===== src/rtl/icache_line_store.sv =====
// Instruction-cache data array with line-fill tracking and a registered instruction output.
// Fill words must arrive in offset order on one line; anything else invalidates the lines involved.
module icache_line_store #(
  parameter int DATA_W = 8,
  parameter int LINES  = 4,
  parameter int WORDS  = 8,
  parameter logic [DATA_W-1:0] NOP = '0,
  localparam int LW = $clog2(LINES),
  localparam int OW = $clog2(WORDS)
) (
  input  logic              clk,
  input  logic              reset,
  input  logic              cache_wren,
  input  logic [LW-1:0]     cache_wrline,
  input  logic [OW-1:0]     cache_wroffset,
  input  logic [DATA_W-1:0] rom_data,
  input  logic [LW-1:0]     cache_rdline,
  input  logic [OW-1:0]     cache_rdoffset,
  input  logic              hold_out,
  output logic [DATA_W-1:0] ir,
  output logic              ir_valid,
  output logic [LINES-1:0]  line_valid,
  output logic              fill_busy,
  output logic [LW-1:0]     fill_line,
  output logic              fill_done,
  output logic              fill_error
);

  typedef enum logic {IDLE, FILL} state_t;

  state_t            state, state_next;
  logic [OW-1:0]     exp_off, exp_off_next;
  logic [LW-1:0]     fill_line_next;
  logic [LINES-1:0]  line_valid_next;
  logic              fill_done_next;
  logic              fill_error_next;
  logic [DATA_W-1:0] ir_next;
  logic              ir_valid_next;

  logic [DATA_W-1:0] mem [LINES][WORDS];

  // The array is never reset; a protocol error still stores the word.
  always_ff @(posedge clk) begin
    if (cache_wren) begin
      mem[cache_wrline][cache_wroffset] <= rom_data;
    end
  end

  always_ff @(posedge clk or posedge reset) begin
    if (reset) begin
      state      <= IDLE;
      exp_off    <= '0;
      fill_line  <= '0;
      line_valid <= '0;
      fill_done  <= 1'b0;
      fill_error <= 1'b0;
      ir         <= NOP;
      ir_valid   <= 1'b0;
    end else begin
      state      <= state_next;
      exp_off    <= exp_off_next;
      fill_line  <= fill_line_next;
      line_valid <= line_valid_next;
      fill_done  <= fill_done_next;
      fill_error <= fill_error_next;
      ir         <= ir_next;
      ir_valid   <= ir_valid_next;
    end
  end

  always_comb begin
    state_next      = state;
    exp_off_next    = exp_off;
    fill_line_next  = fill_line;
    line_valid_next = line_valid;
    fill_done_next  = 1'b0;
    fill_error_next = fill_error;
    unique case (state)
      IDLE: begin
        if (cache_wren) begin
          line_valid_next[cache_wrline] = 1'b0;
          if (cache_wroffset == '0) begin
            state_next     = FILL;
            fill_line_next = cache_wrline;
            exp_off_next   = OW'(1);
          end else begin
            fill_error_next = 1'b1;
          end
        end
      end
      FILL: begin
        // A dropped wren is a sequencer stall, not an error.
        if (cache_wren) begin
          if (cache_wrline == fill_line && cache_wroffset == exp_off) begin
            exp_off_next = exp_off + OW'(1);
            if (exp_off == OW'(WORDS - 1)) begin
              line_valid_next[fill_line] = 1'b1;
              fill_done_next             = 1'b1;
              state_next                 = IDLE;
              exp_off_next               = '0;
            end
          end else begin
            fill_error_next               = 1'b1;
            line_valid_next[fill_line]    = 1'b0;
            line_valid_next[cache_wrline] = 1'b0;
            state_next                    = IDLE;
            exp_off_next                  = '0;
          end
        end
      end
      default: ;
    endcase
  end

  always_comb begin
    fill_busy = (state == FILL);
  end

  // Validity follows this edge's update so a completing fill reads back valid at once.
  always_comb begin
    ir_next       = NOP;
    ir_valid_next = 1'b0;
    if (!hold_out) begin
      if (cache_wren && cache_wrline == cache_rdline && cache_wroffset == cache_rdoffset) begin
        ir_next = rom_data;
      end else begin
        ir_next = mem[cache_rdline][cache_rdoffset];
      end
      ir_valid_next = line_valid_next[cache_rdline];
    end
  end

endmodule


===== config.mk =====
export PLATFORM = sky130hd
export DESIGN_NAME = icache_line_store
export DESIGN_NICKNAME = d
export VERILOG_FILES = /design/src/rtl/icache_line_store.sv
export SDC_FILE = /design/constraint.sdc
export NUM_CORES = 1
export LEC_CHECK = 0
export ABC_AREA = 1
export CAP_MARGIN = 40
export CORE_AREA = 2 2 192 194
export CTS_CLUSTER_DIAMETER = 40
export DETAILED_ROUTE_END_ITERATION = 10
export DIE_AREA = 0 0 194 196
export PLACE_DENSITY_LB_ADDON = 0.3
export SKIP_LAST_GASP = 1
export SYNTH_ARGS = -nofsm -noshare
export SYNTH_HDL_FRONTEND = slang
export SYNTH_SLANG_ARGS = --single-unit

===== constraint.sdc =====
create_clock -name clk -period 2.4 [get_ports clk]
set_input_delay 0.48 -clock clk [delete_from_list [all_inputs] [get_ports clk]]
set_output_delay 0.48 -clock clk [all_outputs]
set_load 0.01 [all_outputs]

Word-level counts from Yosys, hierarchy flattened. Memory sizes are Yosys's and may differ from the RTL's. Cells that the tools add are included.

RAM bits: 256. Register bits: 21. Memories kept: 1. Word-level logic and storage cells: 89. Output and inout port bits: 18.

$add $sub $neg: 1. Equal/unequal tests: 10. Order comparisons: 8. Bitwise gates (word level): 9. Mux-type cells: 42. Reduce and logical (&&, ||, !) cells: 10.

Memories: mem (words 4, width 64, read ports 1, clocked after memory_dff 0, write ports 1, line 40) `logic [DATA_W-1:0] mem [LINES][WORDS];`.

Operators with widths (number): 64-bit 2-to-1 mux (1); 8-bit 2-to-1 mux (5); 8-bit binary-select mux with 3-bit select (1); 8-bit demux with 3-bit select (1); 1-bit 2-to-1 mux (18); 4-bit 2-to-1 mux (4); 3-bit 2-to-1 mux (5); 4-bit AND (3); 2-bit inequality test, second input constant (5); 2-bit by 3-bit less-than comparator with 1-bit output, second input constant (3); 4-bit greater-or-equal comparator, second input constant (2); 3-bit inverter with 4-bit output (2); 4-bit inverter (2); 4-bit case mux with 2 select lines (1); 3-bit equality test (2); 1-bit logical AND (6); 3-bit case mux with 2 select lines (1); 3-bit AND reduction (2); 1-bit demux with 2-bit select (2); 2-bit equality test (2); 2-bit by 1-bit greater-or-equal comparator with 1-bit output, second input constant (2); 4-bit by 1-bit less-than comparator with 1-bit output, second input constant (1); 4-bit bitwise OR (1); 1-bit case mux with 2 select lines (2); other kinds (6) (6).

Depth between registers and ports, before layout. Gate-level depths: netlist (run 1).

Depth in word-level cells: 13. Depth in mapped cells: 12. Mapped depth without buffers: 12.

Worst setup path before layout (run 1). OpenSTA, ideal clock, no wires.

Path kind: input to register. Start: in cache_wren. End: mem mem[2][10] in the netlist's numbering (enable). Library setup time: 370 ps. Data arrival time: 1362 ps. Stages: 5. Path slack: 667 ps. Cells stage by stage: buf_2 -> inv_1 -> nor2_1 -> nand2_1 -> nor2_1.

Longest elaborated chain between the ends: 2.

Ends and longest elaborated chain: start, declared (line 13) `input logic cache_wren,`; 1-bit 2-to-1 mux (line 44) `if (cache_wren) begin`; 64-bit 2-to-1 mux (implied by the code) (line 45) `mem[cache_wrline][cache_wroffset] <= rom_data;`; end, declared (line 40).

No other way between the ends.

Final worst setup path (run 1).
Start: reg state (netlist: fill_busy). End: out fill_busy.

RTL lines: start, declared (line 31) `state_t state, state_next;`; start signal, assigned (line 60) `state <= state_next;`; end, declared (line 23) `output logic fill_busy,`.

No word-level cell between the ends.

==> metrics, run 1 <==
multi-input logic area 3000 µm²; Synth top cells by count 372 x nand2_1, 256 x edfxtp_1, 216 x nand3_1; Resize count post-CTS 0; Max rail drop VDD 420 µV; Antenna Nets Post-Route 0; P_sw 0.00290 W; dpl cells 1,590; setup TNS 0 ps; total power divided by cell area 834 nW/µm²; Port-buffer cells 39; max incr delay on CP 600 ps; worst hold path class in2async; CP top delay family buffers and inverters; status completed; Comb power frac 8.8%; Core ar. 36,100 µm²; Clock Path Buffers 3; Synth Net Count 1,093; Setup-failing EPs final 0; drc violations 0; Synth area leaders edfxtp_1 66%, nand2_1 12%, nand3_1 9.2%; GRT Util Overall 16.6%; max_cap viols 0; row count 70; die height 196 µm; clk_lat worst skew 530 ps; final worst-path cycle share 88.9%; GRT Residual Overflow 0; Required @ worst endpoint 1920 ps; clock tree from TritonCTS built; Slew Limit Headroom 57.1%; reg2reg start exp_off[1]; Final Wtd Congestion 0.876; CTS Hold Bufs 0; Clock Sinks 277; drt first pass iters 5; Initial Utilization 32.5%; DR WL/cell 19.0 µm; width of the die 194 µm; worst setup path start fill_busy; syn_area_per_cell 11.0 µm²; leading area contributor after synthesis edfxtp_1; RSZ-0062 raised after global routing no; CTS clk-pin slew, worst paths 60 ps; final net count 1,186; first-pass GRT wire length 48,200 µm; cell area after synthesis 11,700 µm²; fin area 14,300 µm²; WP buf/inv 1; pin count of the biggest net entering global routing 66; synth warn 0; Final Hold Fails 0; simple-gate share of the synthesized area 23.2%; Worst Setup End Kind primary output; WL final 31,500 µm; H-tree depth 2; Sequential Power Share 46.0%; die area 38,000 µm²; largest family of logic cells by synthesized area simple AND/OR/NAND/NOR gates; ys flop type edfxtp_1; sw frac 24.4%; post-synth top area share 65.6%; worst hold slack 287 ps; Leakage 5.40 nW; Peak Freq 469 MHz; Post-synth EDFFs 256; share of cells above drive strength 1 11.8%; Crit Path Max Fanout 10; register area share after synthesis 70.0%; Synth Area in Adders 0.213%; critical path class reg2out; Clk network pwr share 45.1%; internal power 0.00900 W; I/O Pins 40; Final HPWL DP 19,700 µm; post-synthesis compound-gate area fraction 2.01%; Cells after Synth 1,069; vias in the first global route 8,116; ys async rst share 7.58%; cts bufs inserted 38; critical path cell sequence clkdlybuf4s50_1; Period minus WS final 2130 ps; # fillers 3,505; top-count cell post-synth nand2_1; root buf cell clkbuf_16; post-CTS setup buffers 0; startpoint types register; Yosys reg bits 277; Worst path slowest cell clkdlybuf4s50_1; drt via density 4.89; ant diodes 0; Slew Viols, Final 0; unique cell type count in the Yosys netlist 27; final worst-path setup slack 266 ps; Via Count 8,106; final std cells w/o fill 1,659; Setup WS pre-CTS 184 ps; initial antenna violation count 0; Worst Skew 27.2 ps; initial DRC count 678; Synth Area in XOR/XNOR 0.149%; post-synthesis mux area share 0%; Register Area 8210 µm²; Placement Cell Area 13,000 µm²; Layout area overhead 21.7%; CP Data Arrival Time 1650 ps; Worst Max-Slew Pin Slew 642 ps
==> layout make-up <==
type,count,share of cell area (%)
clock buffer,47,7.05
clock inverter,22,1.54
inverter,32,0.859
multi-input combinational,699,21.0
sequential,277,57.6
tap,468,4.10
timing repair buffer,114,7.86
==> logic make-up after synthesis <==
kind of cell    Yosys count
simple gates            651
flops                   277
buf+inv                  93
compound gates           44
xor+xnor                  2
fa+ha+maj                 2
==> power groups by stage <==
stage / Combinational, W / Sequential [W] / Clock, W
after floorplan: 0.000599 / 0.00553 / 0
after global placement: 0.00105 / 0.00557 / 0
after detailed placement: 0.00105 / 0.00557 / 0
after CTS: 0.00105 / 0.00547 / 0.00547
after global routing: 0.00116 / 0.00548 / 0.00567
final: 0.00105 / 0.00548 / 0.00537
==> routing by layer <==
layer / track usage, % / vias to the layer above / part of all wire (%)
met5: 0 / - / 0
met4: 6.06 / 0 / 3.1
met3: 2.73 / 62 / 6.0
met2: 26.7 / 285 / 46
met1: 22.7 / 3882 / 45
li1: - / 3877 / -
==> metrics by stage <==
step           util (%)  total power [W]
5_1_grt            39.5           0.0123
4_1_cts            39.5           0.0120
3_5_place_dp       36.1          0.00662
3_3_place_gp       36.1          0.00662
6_report           39.5           0.0119
2_1_floorplan         -          0.00613
==> worst paths after layout <==
| kind | end | slack (ps) | depth (start not counted) |
|---|---|---|---|
| worst min register to register | fill_error | 490 | 1 |
| worst max register to register | ir_valid | 750 | 12 |
| max in group asynchronous | line_valid[1] | 1880 | 3 |
| min in group clk | fill_error | 490 | 1 |
| worst max-delay path | fill_busy | 270 | 1 |
| worst min-delay path | ir[4] | 290 | 3 |
==> cell usage in the layout, fill, tap and decap left out, types with 3 or more instances in the layout <==
cell,instances
clkbuf_16,39
edfxtp_1,256
inv_6,3
o22ai_1,3
clkinv_4,4
dfrtp_1,21
buf_12,14
o21ai_1,4
clkinv_1,4
buf_4,62
a21oi_1,18
clkdlybuf4s50_1,37
nor2_1,59
clkbuf_1,8
o21ai_0,15
inv_1,27
clkinvlp_4,4
inv_2,4
nand2_1,372
nand3_1,216
==> state kept, by name, indices dropped and copies added, names as in the netlist <==
name        flops
exp_off         3
ir              8
fill_error      1
ir_valid        1
line_valid      4
fill_line       2
mem           256
fill_done       1
fill_busy       1
==> worst min-delay path, cell delays in order <==
cell and delay (ps):
clkdlybuf4s50_1 400, inv_1 50, buf_4 270
No activity file was read; power rests on OpenSTA's default activity.
==> run 2, diff against run 1 <==
Settings changed: SKIP_LAST_GASP 1 to not set.
==> results of run 2 <==
The final DEF is identical to that of run 1; final timing and power are the same.
